<file path="config.mk">
export PLATFORM = sky130hd
export DESIGN_NAME = fx3_bus_in_ctrl
export DESIGN_NICKNAME = d
export VERILOG_FILES = /design/src/rtl/fx3_bus_in_ctrl.sv
export SDC_FILE = /design/constraint.sdc
export NUM_CORES = 1
export LEC_CHECK = 0
export CORE_MARGIN = 2
export CORE_UTILIZATION = 40
export DETAILED_ROUTE_END_ITERATION = 8
export PLACE_DENSITY_LB_ADDON = 0.1
export SLEW_MARGIN = 25
export SYNTH_ARGS = -nofsm -noshare
export SYNTH_HDL_FRONTEND = slang
export SYNTH_SLANG_ARGS = --single-unit
</file>
<file path="constraint.sdc">
create_clock -name clk -period 3.01 [get_ports clk]
set_clock_uncertainty 0.1 [all_clocks]
set_input_delay 0.602 -clock clk [delete_from_list [all_inputs] [get_ports clk]]
set_output_delay 0.602 -clock clk [all_outputs]
set_load 0.1 [all_outputs]
</file>
<file path="src/rtl/fx3_bus_in_ctrl.sv">
// FX3 inbound read sequencer: probes two DMA sockets round-robin, waits out flag latency,
// then grants the in path one packet at a time and counts completed packets.
module fx3_bus_in_ctrl #(
  parameter int unsigned ADDR_SETTLE = 3,
  parameter int unsigned TIMEOUT     = 65535
) (
  input  logic        clk,
  input  logic        rst_n,
  input  logic        i_enable,
  input  logic        i_dma_ready,
  input  logic [23:0] i_packet_size,
  output logic        o_socket_addr,
  output logic        o_in_path_enable,
  output logic        o_read_flow_cntrl,
  output logic [23:0] o_packet_size,
  input  logic        i_in_path_busy,
  input  logic        i_in_path_finished,
  output logic        o_busy,
  output logic [31:0] o_packet_count,
  output logic        o_timeout
);

  localparam logic [3:0]  SETTLE_LOAD = 4'(ADDR_SETTLE - 1);
  localparam logic [16:0] TIMEOUT_L   = 17'(TIMEOUT);

  typedef enum logic [2:0] {
    ST_IDLE       = 3'd0,
    ST_ADDR_SETUP = 3'd1,
    ST_CHECK      = 3'd2,
    ST_READ       = 3'd3,
    ST_RELEASE    = 3'd4
  } state_t;

  function automatic logic [15:0] sat_inc16(input logic [15:0] value);
    if (value == 16'hFFFF) begin
      return value;
    end else begin
      return value + 16'd1;
    end
  endfunction

  state_t      state_r;
  state_t      state_nxt_s;
  logic        socket_addr_r;
  logic        socket_addr_nxt_s;
  logic        next_socket_r;
  logic        next_socket_nxt_s;
  logic [3:0]  settle_r;
  logic [3:0]  settle_nxt_s;
  logic [15:0] timeout_cnt_r;
  logic [15:0] timeout_cnt_nxt_s;
  logic        timeout_r;
  logic        timeout_nxt_s;
  logic [23:0] packet_size_r;
  logic [23:0] packet_size_nxt_s;
  logic [31:0] packet_count_r;
  logic [31:0] packet_count_nxt_s;
  logic        in_path_enable_r;
  logic        read_flow_cntrl_r;
  logic        busy_r;
  logic        rdy_meta_r;
  logic        rdy_sync_r;

  // Two-flop synchroniser for the asynchronous FX3 DMA flag
  always_ff @(posedge clk) begin
    if (!rst_n) begin
      rdy_meta_r <= 1'b0;
      rdy_sync_r <= 1'b0;
    end else begin
      rdy_meta_r <= i_dma_ready;
      rdy_sync_r <= rdy_meta_r;
    end
  end

  // Next-state and datapath next values for the sequencer
  always_comb begin
    state_nxt_s        = state_r;
    socket_addr_nxt_s  = socket_addr_r;
    next_socket_nxt_s  = next_socket_r;
    settle_nxt_s       = settle_r;
    timeout_cnt_nxt_s  = timeout_cnt_r;
    timeout_nxt_s      = timeout_r;
    packet_size_nxt_s  = packet_size_r;
    packet_count_nxt_s = packet_count_r;
    case (state_r)
      ST_IDLE: begin
        if (i_enable) begin
          state_nxt_s       = ST_ADDR_SETUP;
          socket_addr_nxt_s = next_socket_r;
          settle_nxt_s      = SETTLE_LOAD;
        end else begin
          state_nxt_s = ST_IDLE;
        end
      end
      ST_ADDR_SETUP: begin
        if (settle_r == 4'd0) begin
          state_nxt_s = ST_CHECK;
        end else begin
          settle_nxt_s = settle_r - 4'd1;
        end
      end
      ST_CHECK: begin
        if (!i_enable) begin
          state_nxt_s = ST_IDLE;
        end else if (rdy_sync_r) begin
          state_nxt_s       = ST_READ;
          packet_size_nxt_s = i_packet_size;
          timeout_cnt_nxt_s = 16'd0;
          if (TIMEOUT_L <= 17'd1) begin
            timeout_nxt_s = 1'b1;
          end else begin
            timeout_nxt_s = timeout_r;
          end
        end else begin
          // Socket not ready: probe the other one so neither can starve
          state_nxt_s       = ST_ADDR_SETUP;
          socket_addr_nxt_s = ~socket_addr_r;
          settle_nxt_s      = SETTLE_LOAD;
        end
      end
      ST_READ: begin
        timeout_cnt_nxt_s = sat_inc16(timeout_cnt_r);
        if (i_in_path_finished) begin
          state_nxt_s        = ST_RELEASE;
          packet_count_nxt_s = packet_count_r + 32'd1;
          next_socket_nxt_s  = ~socket_addr_r;
        end else if (({1'b0, timeout_cnt_r} + 17'd2) >= TIMEOUT_L) begin
          // Counter holds completed READ cycles; the flag is raised so it shows
          // during the TIMEOUT-th READ cycle itself
          timeout_nxt_s = 1'b1;
        end else begin
          timeout_nxt_s = timeout_r;
        end
      end
      ST_RELEASE: begin
        if (!i_in_path_finished && !i_in_path_busy) begin
          if (i_enable) begin
            state_nxt_s       = ST_ADDR_SETUP;
            socket_addr_nxt_s = next_socket_r;
            settle_nxt_s      = SETTLE_LOAD;
          end else begin
            state_nxt_s = ST_IDLE;
          end
        end else begin
          state_nxt_s = ST_RELEASE;
        end
      end
      default: begin
        state_nxt_s = ST_IDLE;
      end
    endcase
  end

  // State, datapath and registered output updates
  always_ff @(posedge clk) begin
    if (!rst_n) begin
      state_r           <= ST_IDLE;
      socket_addr_r     <= 1'b0;
      next_socket_r     <= 1'b0;
      settle_r          <= 4'd0;
      timeout_cnt_r     <= 16'd0;
      timeout_r         <= 1'b0;
      packet_size_r     <= 24'd0;
      packet_count_r    <= 32'd0;
      in_path_enable_r  <= 1'b0;
      read_flow_cntrl_r <= 1'b0;
      busy_r            <= 1'b0;
    end else begin
      state_r           <= state_nxt_s;
      socket_addr_r     <= socket_addr_nxt_s;
      next_socket_r     <= next_socket_nxt_s;
      settle_r          <= settle_nxt_s;
      timeout_cnt_r     <= timeout_cnt_nxt_s;
      timeout_r         <= timeout_nxt_s;
      packet_size_r     <= packet_size_nxt_s;
      packet_count_r    <= packet_count_nxt_s;
      in_path_enable_r  <= (state_nxt_s == ST_READ);
      read_flow_cntrl_r <= (state_nxt_s == ST_READ);
      busy_r            <= (state_nxt_s != ST_IDLE);
    end
  end

  assign o_socket_addr     = socket_addr_r;
  assign o_in_path_enable  = in_path_enable_r;
  assign o_read_flow_cntrl = read_flow_cntrl_r;
  assign o_packet_size     = packet_size_r;
  assign o_busy            = busy_r;
  assign o_packet_count    = packet_count_r;
  assign o_timeout         = timeout_r;

endmodule

</file>
==> results.md, run 1 <==
* IO Pins at 91
* R2R Setup Slk at 0.65 ns
* Most frequent cells in the layout: dfxtp_1, nand2_1, buf_4
* Flop and latch count out of synthesis at 86
* Hold Startpoint: rdy_meta_r
* CP startpoint kind: input port
* Vias in the first global route at 3429
* Pins over their slew limit at 0
* CP endpoint kind: register
* CTS tree: done
* WHS Path Cells at 1
* Endpoints failing hold at 0
* Die area at 10800 µm²
* Worst hold path class: reg -> reg
* Initial antenna violation count at 0
* Later-pin clock latency in the skew report at 0.35 ns
* Number of synthesized flops with an enable pin at 0
* CP Data Required Time at 3.19 ns
* Total CTS buffers at 9
* Synthesized Nets at 518
* Clock-pin slew on the worst setup and hold paths at 0.08 ns
* Dpl cells at 686
* Async set or reset register ratio after synthesis at 0
* Gpl congestion at 0.852
* Commonest non-fill, non-tap cell in the layout: dfxtp_1
* 1st-iter DRT viols at 107
* Final period util at 0.803
* PortBufs at 90
* P&R area growth vs syn at 26.3%
* R2R cell count at 5
* Post-route ant nets at 0
* Fin cells at 701
* Synth warnings at 0
* Post-Syn Area at 4000 µm²
* Horiz. Die Dim at 104 µm
* Worst Path Max Fanout at 7
* Final setup viols at 0
* H-tree levels at 3
* Status: finished, final reports clean
* # Max-Cap Violations at 0
* Worst R2R Start: state_r[0]
* GR Overflow Total at 0
* First-pass DRT Iterations at 4
* Power density cells at 433 nW/µm²
* Register area share after synthesis at 0.431
* Die Height at 104 µm
* WHS Endpoint: rdy_sync_r
* Global-route wire length before repair at 16400 µm
* Clock root cell: clkbuf_8
* RSZ-0062 raised after global routing: false
* Main area contributors after synthesis: dfxtp_1, nand2_1, xor2_1
* Leading area contributor after synthesis: dfxtp_1
* Vias at 3564
* Syn Inst Count at 481
* Clock sinks at 86
* Distinct cell type count after synthesis at 55
* Clock tree buffer depth at 2
* Worst slew pin tran at 0.628 ns
* Layout cells sized above 1 at 0.169
* Tmin final at 2.42 ns
* Row count at 36
* F_max at 414 MHz
* Reg-to-Reg End: o_packet_count[31]
* DRC viols at 0
* Pin count of the biggest net entering global routing at 35
* Post-CTS Resized at 0
* Setup bufs post-CTS at 0
* Worst EP arrival at 2.60 ns
* CORE AREA at 9730 µm²
* GRT Total Usage at 0.183
* Filler cells at 977
* Final-stage net count at 601
* Wirelength per Cell at 13.7 µm
* Starting Density at 0.411
* Via/cell ratio at 5.08
* Top-area cell type share of the netlist area at 0.431
* CTS Hold Bufs at 0
* Final HPWL from detailed placement at 6700 µm
* Main synth FF type: dfxtp_1
* Pleak at 1.96 nW
* Number of diodes at 0
* Mean Syn Cell Area at 8.31 µm²
* Routed WL at 9600 µm
* Max_slew headroom at 0.581
* Total negative slack at 0 ns
* Setup Crit Path Kind: in -> reg
* Max VDD drop at 0.000194 V
[worst max-delay path by stage]
stage	start	endpoint	slack (ns)	depth (start not counted)
after CTS	i_in_path_finished	o_packet_count[31]	0.62	6
after floorplan	o_packet_count[5]	o_packet_count[31]	0.23	5
after global routing	state_r[0]	o_packet_count[31]	0.48	5
final	i_in_path_finished	o_packet_count[31]	0.59	6
after global placement	i_in_path_finished	o_packet_count[31]	0.30	6
after detailed placement	i_in_path_finished	o_packet_count[31]	0.25	6
[synthesized netlist by cell type (all sizes together), types with 5 or more instances]
library cell  count
nand4            12
buf               7
clkbuf           21
nand2            75
nor3             11
and2              5
nand3            19
o21ai            10
and3             10
nor2             57
xnor2            14
or4               6
dfxtp            86
inv              12
ha                7
or3               6
and4              6
xor2             26
a21oi            39
nor4              5
[per-layer routing]
layer / routed length, µm / up-vias / global-route usage / share of wire
met5: 0 / - / 0 / 0
met4: 137 / 0 / 0.0801 / 0.014
met3: 469 / 11 / 0.0407 / 0.049
met2: 4200 / 75 / 0.271 / 0.44
met1: 4790 / 1651 / 0.255 / 0.50
li1: - / 1827 / - / -
[kinds of logic (layout without fill, tap and decap cells)]
logic type	Yosys count	after routing	share of synthesized area
AND/OR/NAND/NOR	229	229	0.292
flip-flops	86	86	0.431
AO/OA/AOI/OAI	79	79	0.126
XOR/XNOR	40	40	0.0876
buffers and inverters	40	127	0.0416
adder cells (fa/ha/maj)	7	7	0.0219
[state kept, by name, indices dropped and copies added, names as in the netlist]
| name | cells |
|---|---|
| state_r | 3 |
| timeout_cnt_r | 16 |
| o_timeout | 1 |
| settle_r | 4 |
| o_packet_size | 24 |
| rdy_sync_r | 1 |
| o_read_flow_cntrl | 1 |
| next_socket_r | 1 |
| o_busy | 1 |
| rdy_meta_r | 1 |
| o_packet_count | 32 |
| o_socket_addr | 1 |
[area by class of cell]
type | instances | area (µm²) | area share
repair buffers | 100 | 823 | 0.163
inverters | 12 | 45.0 | 0.00892
well taps | 133 | 166 | 0.0330
clock buffers | 14 | 153 | 0.0302
flip-flops and latches | 86 | 1720 | 0.341
clock inverters | 1 | 30.0 | 0.00595
multi-input cells | 355 | 2110 | 0.418
[metrics by stage]
| step | area [µm²] | hold WS [ns] | utilization | total power (W) | worst slack, ns |
|---|---|---|---|---|---|
| floorplan | 4000 | 0.312 | - | 0.00134 | 0.233 |
| global placement | 4870 | 0.344 | 0.500 | 0.00141 | 0.301 |
| detailed placement | 4870 | 0.343 | 0.500 | 0.00141 | 0.250 |
| CTS | 5050 | 0.360 | 0.519 | 0.00221 | 0.618 |
| global route | 5050 | 0.371 | 0.519 | 0.00228 | 0.481 |
| finish | 5050 | 0.355 | 0.519 | 0.00219 | 0.593 |
[power breakdown]
group	internal, W	switching [W]	leakage, nW
combinational	0.0000847	0.000127	1.18
clock	0.000404	0.000393	0.0908
sequential	0.00115	0.0000232	0.694
total	0.00164	0.000544	1.96
[worst max-delay path, cell delays in order]
cell and delay [ns]:
clkdlybuf4s50_1 0.58, nand4b_4 0.21, nor4_4 0.49, nand3_1 0.15, or4_1 0.41, a21oi_1 0.15
Note: power is estimated with default switching activity, not from simulation.
==> run 2: changes to the inputs <==
==> constraint.sdc (replaced) <==
create_clock -name clk -period 2.1 [get_ports clk]
set_clock_uncertainty 0.1 [all_clocks]
set_input_delay 0.42 -clock clk [delete_from_list [all_inputs] [get_ports clk]]
set_output_delay 0.42 -clock clk [all_outputs]
set_load 0.1 [all_outputs]
==> results.md, run 2 (same netlist as run 1, synthesis figures left out) <==
* Power share of the clock group at 0.353 (was 0.365)
* Clock sinks at 86 (unchanged)
* Worst EP arrival at 2.21 ns (was 2.60 ns)
* Worst hold path class: reg -> reg (unchanged)
* Worst path cell trace: and4_1 > and4_1 > nand4_1 > or4_1 > a21oi_1 (was clkdlybuf4s50_1 > nand4b_4 > nor4_4 > nand3_1 > or4_1 > a21oi_1)
* Row count at 36 (unchanged)
* Worst Path Max Fanout at 6 (was 7)
* Routed WL at 9910 µm (was 9600 µm)
* Starting Density at 0.411 (unchanged)
* CP endpoint kind: register (unchanged)
* R2R cell count at 5 (unchanged)
* # Max-Cap Violations at 0 (unchanged)
* IO Pins at 91 (unchanged)
* Final-stage net count at 639 (was 601)
* Final HPWL from detailed placement at 7190 µm (was 6700 µm)
* 1st-iter DRT viols at 129 (was 107)
* Die area at 10800 µm² (unchanged)
* First-pass DRT Iterations at 4 (unchanged)
* Horiz. Die Dim at 104 µm (unchanged)
* Hold Startpoint: rdy_meta_r (unchanged)
* Final setup viols at 0 (unchanged)
* Power density cells at 564 nW/µm² (was 433 nW/µm²)
* P_int at 0.00227 W (was 0.00164 W)
* Layout cells sized above 1 at 0.283 (was 0.169)
* Final worst slack at 0.0762 ns (was 0.593 ns)
* Clock root cell: clkbuf_8 (unchanged)
* Psw at 0.000804 W (was 0.000544 W)
* Flop pwr share at 0.537 (was 0.538)
* Switch share at 0.261 (was 0.249)
* GRT Total Usage at 0.190 (was 0.183)
* Clock-pin slew on the worst setup and hold paths at 0.09 ns (was 0.08 ns)
* Max VDD drop at 0.000267 V (was 0.000194 V)
* Commonest non-fill, non-tap cell in the layout: buf_4 (was dfxtp_1)
* Wirelength per Cell at 13.4 µm (was 13.7 µm)
* Slowest stage delay, CP at 0.55 ns (was 0.58 ns)
* Final period util at 0.964
* Post-route ant nets at 0 (unchanged)
* Pins over their slew limit at 0 (unchanged)
* Critical Path Sink: o_packet_count[31] (unchanged)
* Via/cell ratio at 5.03 (was 5.08)
* Max_slew headroom at 0.618 (was 0.581)
* CP startpoint kind: register (was input port)
* Most frequent cells in the layout: buf_4, nand2_1, nor2_1 (was dfxtp_1, nand2_1, buf_4)
* Endpoints failing hold at 0 (unchanged)
* CORE AREA at 9730 µm² (unchanged)
* Worst R2R Start: o_packet_count[20] (was state_r[0])
* Place WS at -0.348 ns (was 0.250 ns)
* Vias at 3725 (was 3564)
* Comb pwr share at 0.110 (was 0.097)
* Clock tree buffer depth at 2 (unchanged)
* Number of diodes at 0 (unchanged)
* Global-route wire length before repair at 17000 µm (was 16400 µm)
* Slowest CP cell: or4_1 (was clkdlybuf4s50_1)
* Hold WS at 0.348 ns (was 0.355 ns)
* Status: finished, final reports clean (unchanged)
* CTS tree: done (unchanged)
* Dpl cells at 724 (was 686)
* Pleak at 2.19 nW (was 1.96 nW)
* Initial antenna violation count at 0 (unchanged)
* Post-CTS Resized at 0 (unchanged)
* Setup Crit Path Kind: reg -> reg (was in -> reg)
* Vias in the first global route at 3667 (was 3429)
* Later-pin clock latency in the skew report at 0.35 ns (about the same)
* Reg-to-Reg End: o_packet_count[31] (unchanged)
* Crit. Startpoint: o_packet_count[20] (was i_in_path_finished)
* Gpl congestion at 0.866 (was 0.852)
* F_max at 494 MHz
* GR Overflow Total at 0 (unchanged)
* Worst slew pin tran at 0.567 ns (was 0.628 ns)
* PortBufs at 90 (unchanged)
* Total CTS buffers at 9 (unchanged)
* Setup bufs post-CTS at 0 (unchanged)
* CTS Hold Bufs at 0 (unchanged)
* Max reg flops at 32 (unchanged)
* H-tree levels at 3 (unchanged)
* Die Height at 104 µm (unchanged)
* Tmin final at 2.02 ns
* Util after Layout at 0.561 (was 0.519)
* P&R area growth vs syn at 36.5% (was 26.3%)
* DRC viols at 0 (unchanged)
* Pwr Total at 0.00308 W (was 0.00219 W)
* CP most frequent cell: and4_1
* CP Data Required Time at 2.29 ns (was 3.19 ns)
* RSZ-0062 raised after global routing: false (unchanged)
* Fin cells at 740 (was 701)
* Pin count of the biggest net entering global routing at 62 (was 35)
* R2R Setup Slk at 0.08 ns (was 0.65 ns)
## run 2: changes by cell type in the layout (fill, tap and decap cells not counted), moves of 2 or more
cell      delta
buf_4       +36
dfxtp_1     -33
dfxtp_4     +20
dfxtp_2     +13
buf_12       +2
clkinv_2     +2
## run 2: cell type report
type / instances / area [µm²]
fill: 967 / 4270
multi-input combinational: 355 / 2120
sequential: 86 / 1810
timing repair buffer: 138 / 1130
tap: 133 / 166
clock buffer: 13 / 160
inverter: 12 / 45.0
clock inverter: 3 / 18.8
## run 2: worst min path at each step
stage	endpoint	slack [ns]	cells past startpoint
floorplan	rdy_sync_r	0.31	1
global placement	rdy_sync_r	0.33	1
detailed placement	rdy_sync_r	0.33	1
CTS	rdy_sync_r	0.35	1
global route	rdy_sync_r	0.37	1
finish	rdy_sync_r	0.35	1
## run 2: stage by stage
| step | cell area, µm² | setup TNS (ns) |
|---|---|---|
| floorplan | 4090 | 0 |
| global placement | 5260 | -11.10 |
| detailed placement | 5260 | -11.94 |
| CTS | 5440 | 0 |
| global route | 5460 | 0 |
| finish | 5460 | 0 |
## run 2: power by group through the flow
stage | clock network (W) | registers [W] | logic (W)
2_1_floorplan | 0 | 0.00174 | 0.000160
3_3_place_gp | 0 | 0.00169 | 0.000328
3_5_place_dp | 0 | 0.00169 | 0.000336
4_1_cts | 0.00113 | 0.00165 | 0.000337
5_1_grt | 0.00119 | 0.00166 | 0.000368
6_report | 0.00109 | 0.00165 | 0.000339
## run 2: critical path, delay by kind of cell (launching register included)
kind             cells  cell delay (ns)
AO/OA/AOI/OAI        1             0.16
flip-flops           1             0.37
AND/OR/NAND/NOR      4             1.31
## run 2: layer usage
layer / wire length [µm] / GRT usage / part of all wire
met1: 4660 / 0.243 / 0.47
met2: 4510 / 0.305 / 0.46
met3: 634 / 0.0514 / 0.064
met4: 100 / 0.0705 / 0.010
met5: 0 / 0 / 0
